[src/rtl/discrete_derivative_engine.sv]
// discrete_derivative_engine
//   Sample-history processor: keeps a DEPTH-deep shift history of signed
//   samples and produces bypass / tap-delay / first, second or central
//   difference results, scaled by a power-of-two gain with saturation.
//   Latency is two clock edges from an accepted strobe to DOUT_VALID.
// Ports:
//   CLK_50M     system clock, rising edge
//   RST_N       asynchronous active-low reset
//   SAMPLE_STB  one-cycle strobe, DIN valid
//   DIN         signed input sample (W bits)
//   MODE        0 bypass, 1 delay, 2 first diff, 3 second diff, 4 central diff
//   DELAY_SEL   history tap for mode 1
//   GAIN_SH     left-shift gain 0..3
//   CLEAR       synchronous flush of history and pipeline (beats SAMPLE_STB)
//   DOUT        signed result
//   DOUT_DAC    offset-binary code of DOUT, OUT_W bits
//   DOUT_VALID  one-cycle pulse on each new DOUT
//   SAT         current DOUT was clamped
//   PRIMED      DEPTH samples accepted since reset/clear
module discrete_derivative_engine #(
    parameter int W     = 14,
    parameter int DEPTH = 8,
    parameter int OUT_W = 12
) (
    input  logic                     CLK_50M,
    input  logic                     RST_N,
    input  logic                     SAMPLE_STB,
    input  logic [W-1:0]             DIN,
    input  logic [2:0]               MODE,
    input  logic [$clog2(DEPTH)-1:0] DELAY_SEL,
    input  logic [1:0]               GAIN_SH,
    input  logic                     CLEAR,
    output logic [W-1:0]             DOUT,
    output logic [OUT_W-1:0]         DOUT_DAC,
    output logic                     DOUT_VALID,
    output logic                     SAT,
    output logic                     PRIMED
);

    localparam int AW = $clog2(DEPTH);
    localparam int CW = AW + 1;
    localparam int RW = W + 3;
    localparam int SW = W + 6;

    localparam logic signed [SW-1:0] C_MAX = (SW'(1) <<< (W - 1)) - SW'(1);
    localparam logic signed [SW-1:0] C_MIN = -C_MAX - SW'(1);

    typedef enum logic [2:0] {
        M_BYPASS  = 3'd0,
        M_DELAY   = 3'd1,
        M_DIFF1   = 3'd2,
        M_DIFF2   = 3'd3,
        M_CENTRAL = 3'd4
    } mode_t;

    logic [W-1:0]          r_hist [DEPTH];
    logic [CW-1:0]         r_cnt;

    logic                  r_s1_vld;
    logic [2:0]            r_s1_mode;
    logic [AW-1:0]         r_s1_dsel;
    logic [1:0]            r_s1_gain;

    logic                  r_s2_vld;
    logic signed [RW-1:0]  r_s2_raw;
    logic [1:0]            r_s2_gain;

    logic [W-1:0]          r_dout;
    logic                  r_vld;
    logic                  r_sat;

    logic signed [RW-1:0]  w_h0, w_h1, w_h2, w_hd;
    logic signed [RW-1:0]  w_raw;
    logic signed [SW-1:0]  w_shift;
    logic [W-1:0]          w_clamped;
    logic                  w_sat;

    // History shift register and fill counter
    always_ff @(posedge CLK_50M or negedge RST_N) begin
        if (!RST_N) begin
            for (int unsigned k = 0; k < DEPTH; k++) r_hist[k] <= '0;
            r_cnt <= '0;
        end else if (CLEAR) begin
            for (int unsigned k = 0; k < DEPTH; k++) r_hist[k] <= '0;
            r_cnt <= '0;
        end else if (SAMPLE_STB) begin
            r_hist[0] <= DIN;
            for (int unsigned k = 1; k < DEPTH; k++) r_hist[k] <= r_hist[k-1];
            if (r_cnt != CW'(DEPTH)) r_cnt <= r_cnt + CW'(1);
        end
    end

    assign PRIMED = (r_cnt == CW'(DEPTH));

    // Stage 1 control: captured with the sample so later MODE/GAIN changes
    // cannot affect an in-flight result
    always_ff @(posedge CLK_50M or negedge RST_N) begin
        if (!RST_N) begin
            r_s1_vld  <= 1'b0;
            r_s1_mode <= '0;
            r_s1_dsel <= '0;
            r_s1_gain <= '0;
        end else begin
            r_s1_vld <= SAMPLE_STB && !CLEAR;
            if (SAMPLE_STB && !CLEAR) begin
                r_s1_mode <= MODE;
                r_s1_dsel <= DELAY_SEL;
                r_s1_gain <= GAIN_SH;
            end
        end
    end

    assign w_h0 = {{3{r_hist[0][W-1]}}, r_hist[0]};
    assign w_h1 = {{3{r_hist[1][W-1]}}, r_hist[1]};
    assign w_h2 = {{3{r_hist[2][W-1]}}, r_hist[2]};
    assign w_hd = {{3{r_hist[r_s1_dsel][W-1]}}, r_hist[r_s1_dsel]};

    always_comb begin
        w_raw = '0;
        case (mode_t'(r_s1_mode))
            M_BYPASS:  w_raw = w_h0;
            M_DELAY:   w_raw = w_hd;
            M_DIFF1:   w_raw = w_h0 - w_h1;
            M_DIFF2:   w_raw = w_h0 - (w_h1 <<< 1) + w_h2;
            M_CENTRAL: w_raw = (w_h0 - w_h2) >>> 1;
            default:   w_raw = '0;
        endcase
    end

    always_ff @(posedge CLK_50M or negedge RST_N) begin
        if (!RST_N) begin
            r_s2_vld  <= 1'b0;
            r_s2_raw  <= '0;
            r_s2_gain <= '0;
        end else begin
            r_s2_vld <= r_s1_vld && !CLEAR;
            if (r_s1_vld) begin
                r_s2_raw  <= w_raw;
                r_s2_gain <= r_s1_gain;
            end
        end
    end

    // Gain and clamp; W+6 bits hold the largest raw value shifted by 3
    always_comb begin
        w_shift   = {{3{r_s2_raw[RW-1]}}, r_s2_raw} <<< r_s2_gain;
        w_sat     = 1'b0;
        w_clamped = w_shift[W-1:0];
        if (w_shift > C_MAX) begin
            w_sat     = 1'b1;
            w_clamped = C_MAX[W-1:0];
        end else if (w_shift < C_MIN) begin
            w_sat     = 1'b1;
            w_clamped = C_MIN[W-1:0];
        end
    end

    always_ff @(posedge CLK_50M or negedge RST_N) begin
        if (!RST_N) begin
            r_dout <= '0;
            r_sat  <= 1'b0;
            r_vld  <= 1'b0;
        end else if (CLEAR) begin
            r_dout <= '0;
            r_sat  <= 1'b0;
            r_vld  <= 1'b0;
        end else begin
            r_vld <= r_s2_vld;
            if (r_s2_vld) begin
                r_dout <= w_clamped;
                r_sat  <= w_sat;
            end
        end
    end

    assign DOUT       = r_dout;
    assign DOUT_VALID = r_vld;
    assign SAT        = r_sat;
    assign DOUT_DAC   = {~r_dout[W-1], r_dout[W-2:W-OUT_W]};

endmodule
[config.mk]
export PLATFORM = sky130hd
export DESIGN_NAME = discrete_derivative_engine
export DESIGN_NICKNAME = d
export VERILOG_FILES = /design/src/rtl/discrete_derivative_engine.sv
export SDC_FILE = /design/constraint.sdc
export NUM_CORES = 1
export LEC_CHECK = 0
export ABC_AREA = 1
export CAP_MARGIN = 20
export CORE_UTILIZATION = 40
export DETAILED_ROUTE_END_ITERATION = 10
export GPL_TIMING_DRIVEN = 1
export HOLD_SLACK_MARGIN = 0.15
export PLACE_DENSITY = 0.6
export SLEW_MARGIN = 5
export SYNTH_ARGS = -nofsm -noshare
export SYNTH_HDL_FRONTEND = slang
export SYNTH_SLANG_ARGS = --single-unit
[constraint.sdc]
create_clock -name CLK_50M -period 4.95 [get_ports CLK_50M]
set_input_delay 0.99 -clock CLK_50M [delete_from_list [all_inputs] [get_ports CLK_50M]]
set_output_delay 0.99 -clock CLK_50M [all_outputs]
set_load 0.01 [all_outputs]
==> impl_metrics.tcl <==
set metrics [dict create \
    drive_gt1_frac 0.0524 \
    rrSetupSlack_ps 2160 \
    slew_headroom 0.369 \
    dp_hpwl_mm 21.4 \
    status "completed" \
    fin_crit_sh 0.588 \
    synth_area_leaders "dfrtp_1 37%, nand2_1 13%, inv_1 9.6%" \
    synth.yosys.seq_area_share 0.371 \
    synth_nets 1608 \
    drt_pass1_iterations 5 \
    cts_root_buf "clkbuf_16" \
    tightest_slew_ps 943 \
    crit_required_ps 3960 \
    path_cells "inv_1, ha_1, nand3_1, inv_1, clkdlybuf4s50_1" \
    r2r_end "r_s2_raw[8]" \
    die_w_um 167 \
    dpl_worst_slack_ps 1720 \
    grt_pass1_vias 9315 \
    worst-path-stages 5 \
    fin_setup_tns_ps 0 \
    finalCriticalPeriod_ps 2910 \
    cts.repair.resized 0 \
    powerDensity_mw_per_mm2 334 \
    clock_skew_ps 11.2 \
    coreArea_mm2 0.0264 \
    netlist_top_cells_count "380 x nand2_1, 277 x inv_1, 161 x dfrtp_1" \
    multi_input_area_mm2 0.00540 \
    setup.worst_path.end "PRIMED" \
    drt-initial-drc-count 785 \
    wire_per_inst_um 15.6 \
    hold_buffers 0 \
    cp_max_fo 3 \
    path_clk_slew_ps 80 \
    drv_cap 0 \
    die-area_mm2 0.0278 \
    cp_slowest_cell "clkdlybuf4s50_1" \
    areaGrowthSynthToFinish_pct 12.2 \
    gr-total-overflow 0 \
    path_common_cell "inv_1" \
    fmax_mhz 344 \
    post_cts_buffers 0 \
    comb_power_share 0.298 \
    synth.top_cell.area_share 0.371 \
    yosys.area.top_type "dfrtp_1" \
    drc 0 \
    setup.worst_path.start_class "flip-flop" \
    grt.total_usage 0.220 \
    placedCellCount 1846 \
    p_seq_frac 0.360 \
    p_leak_nw 5.96 \
    synthCells 1520 \
    synth_edf_count 0 \
    grt_max_degree 106 \
    cp-end-kind "output pin" \
    register_area_mm2 0.00403 \
    ant_nets 0 \
    cp_top_family "buffers and inverters" \
    via_count 9717 \
    setup_ws_ps 2040 \
    fin_cells 1880 \
    antenna_cells 0 \
    p_switching_mw 1.53 \
    synth_seq_cells 161 \
    clk_latency_ps 440 \
    fillCellCount 2699 \
    async_flop_share 1.00 \
    clk_path_buf_depth 2 \
    r2r-start "r_hist[100]" \
    min_path_type "reg2reg" \
    htree_levels 4 \
    netSwitchingFraction 0.376 \
    start_util 0.412 \
    grt_pass1_wl_mm 48.9 \
    path_class "reg2out" \
    port_buffers 54 \
    gp_congestion 0.884 \
    finalSetupViolations 0 \
    syn_avg_cell_area_um2 7.14 \
    ys.flop_type "dfrtp_1" \
    vias_per_cell 5.17 \
    fp.dieH_um 167 \
    syn_area_mm2 0.0109 \
    cp_slowest_stage_delay_ps 570 \
    worstRegToRegCells 13 \
    num_rows 59 \
    antenna_found_initial 0 \
    finalHoldViolCount 0 \
    cts_tree "yes" \
    crit_buf_inv 3 \
    fin_nets 1620 \
    yosys_warnings 0 \
    cts_sinks 161 \
    synth_most_common_cell "nand2_1" \
    ir_worst_vdd_mv 0.206 \
    synthDistinctLibCells 42 \
    cp.arrival_ps 1920 \
    ios 55 \
    p_int_mw 2.54 \
    wl_mm 29.4 \
    cts_made_buffers 17 \
    rsz0062_at_grt "no" \
    crit_path_start "r_cnt[0]" \
    drv_slew 0 \
    clockPowerShare 0.342 \
]
## how the worst min path moves through the flow
stage	start	end	slack, ps	cells after the start
4_1_cts	r_s2_raw[8]	r_s2_raw[8]	480	2
5_1_grt	r_s2_raw[3]	r_s2_raw[3]	500	2
3_3_place_gp	r_s2_raw[3]	r_s2_raw[3]	470	2
2_1_floorplan	r_s1_gain[0]	r_s1_gain[0]	440	2
3_5_place_dp	r_s2_raw[3]	r_s2_raw[3]	470	2
6_report	r_s2_raw[8]	r_s2_raw[8]	480	2
## placed cells by master (no fill, tap or decap), types with 5 or more instances in the layout
cell,instances
nand2_1,379
inv_1,277
dfrtp_1,160
nand3_1,123
o21ai_0,107
o22ai_1,92
a21oi_1,86
clkdlybuf4s50_1,53
nor2_1,49
ha_1,46
nand4_1,19
o21ai_1,17
clkbuf_16,17
fa_1,16
inv_2,11
o211ai_1,9
nor3_1,7
buf_4,7
mux2i_1,6
nor2_2,5
or2_2,5
inv_8,5
## power by group through the flow
stage,clock [mW],sequential (mW),combinational (mW)
finish,1.39,1.47,1.21
global route,1.46,1.48,1.38
CTS,1.42,1.47,1.21
detailed placement,0,1.49,1.20
global placement,0,1.49,1.19
floorplan,0,1.47,0.887
## routing by layer
layer,wire [µm],share of wire,GRT usage,up-vias
li1,-,-,-,4933
met1,14500,0.49,0.310,4563
met2,13300,0.45,0.352,193
met3,1080,0.037,0.0304,28
met4,475,0.016,0.0616,0
met5,0,0,0,-
## layout make-up
type	instances	share of cell area
clock buffer	17	0.0349
multi-input combinational	1000	0.443
inverter	289	0.0890
clock inverter	15	0.0152
sequential	161	0.331
tap	335	0.0344
timing repair buffer	63	0.0527
## cells by family (layout without fill, tap and decap cells)
group                      count (synthesis)  count (layout)  share of synthesized area
DFF                                      161             161                      0.371
xor gates and xnor gates                   2               2                    0.00161
muxes                                      6               6                    0.00553
adders and majority gates                 62              62                     0.0825
and+or+nand+nor                          607             607                      0.239
AOI/OAI and AO/OA                        323             323                      0.168
buffers and inverters                    359             384                      0.133
## worst register-to-register path, cell delays in order (launching register included)
cell     delay (ps)
dfrtp_1         430
inv_1           130
fa_1            520
inv_1            50
ha_1            360
nand3_1         110
nand3_1         190
nand2_1         120
nand2_1         120
or2_2           290
nand3_1          80
nand4_1         140
nand2_1          80
nand2_1          50
## through the flow
stage               utilization  instance area (µm²)  power, mW  hold WS, ps
floorplan                     -                10900       2.36          442
global placement          0.438                11500       2.68          468
detailed placement        0.438                11500       2.69          466
CTS                       0.461                12200       4.09          485
global route              0.462                12200       4.32          504
finish                    0.462                12200       4.07          481
## registers in the layout (all words and copies together), names as in the netlist
signal / flops
SAT: 1
r_s1_vld: 1
r_hist: 112
r_s2_gain: 2
r_s1_dsel: 3
r_s1_gain: 2
r_s2_raw: 17
r_s2_vld: 1
DOUT_VALID: 1
DOUT: 14
r_cnt: 4
r_s1_mode: 3
Power figures use the tool's default switching activity.
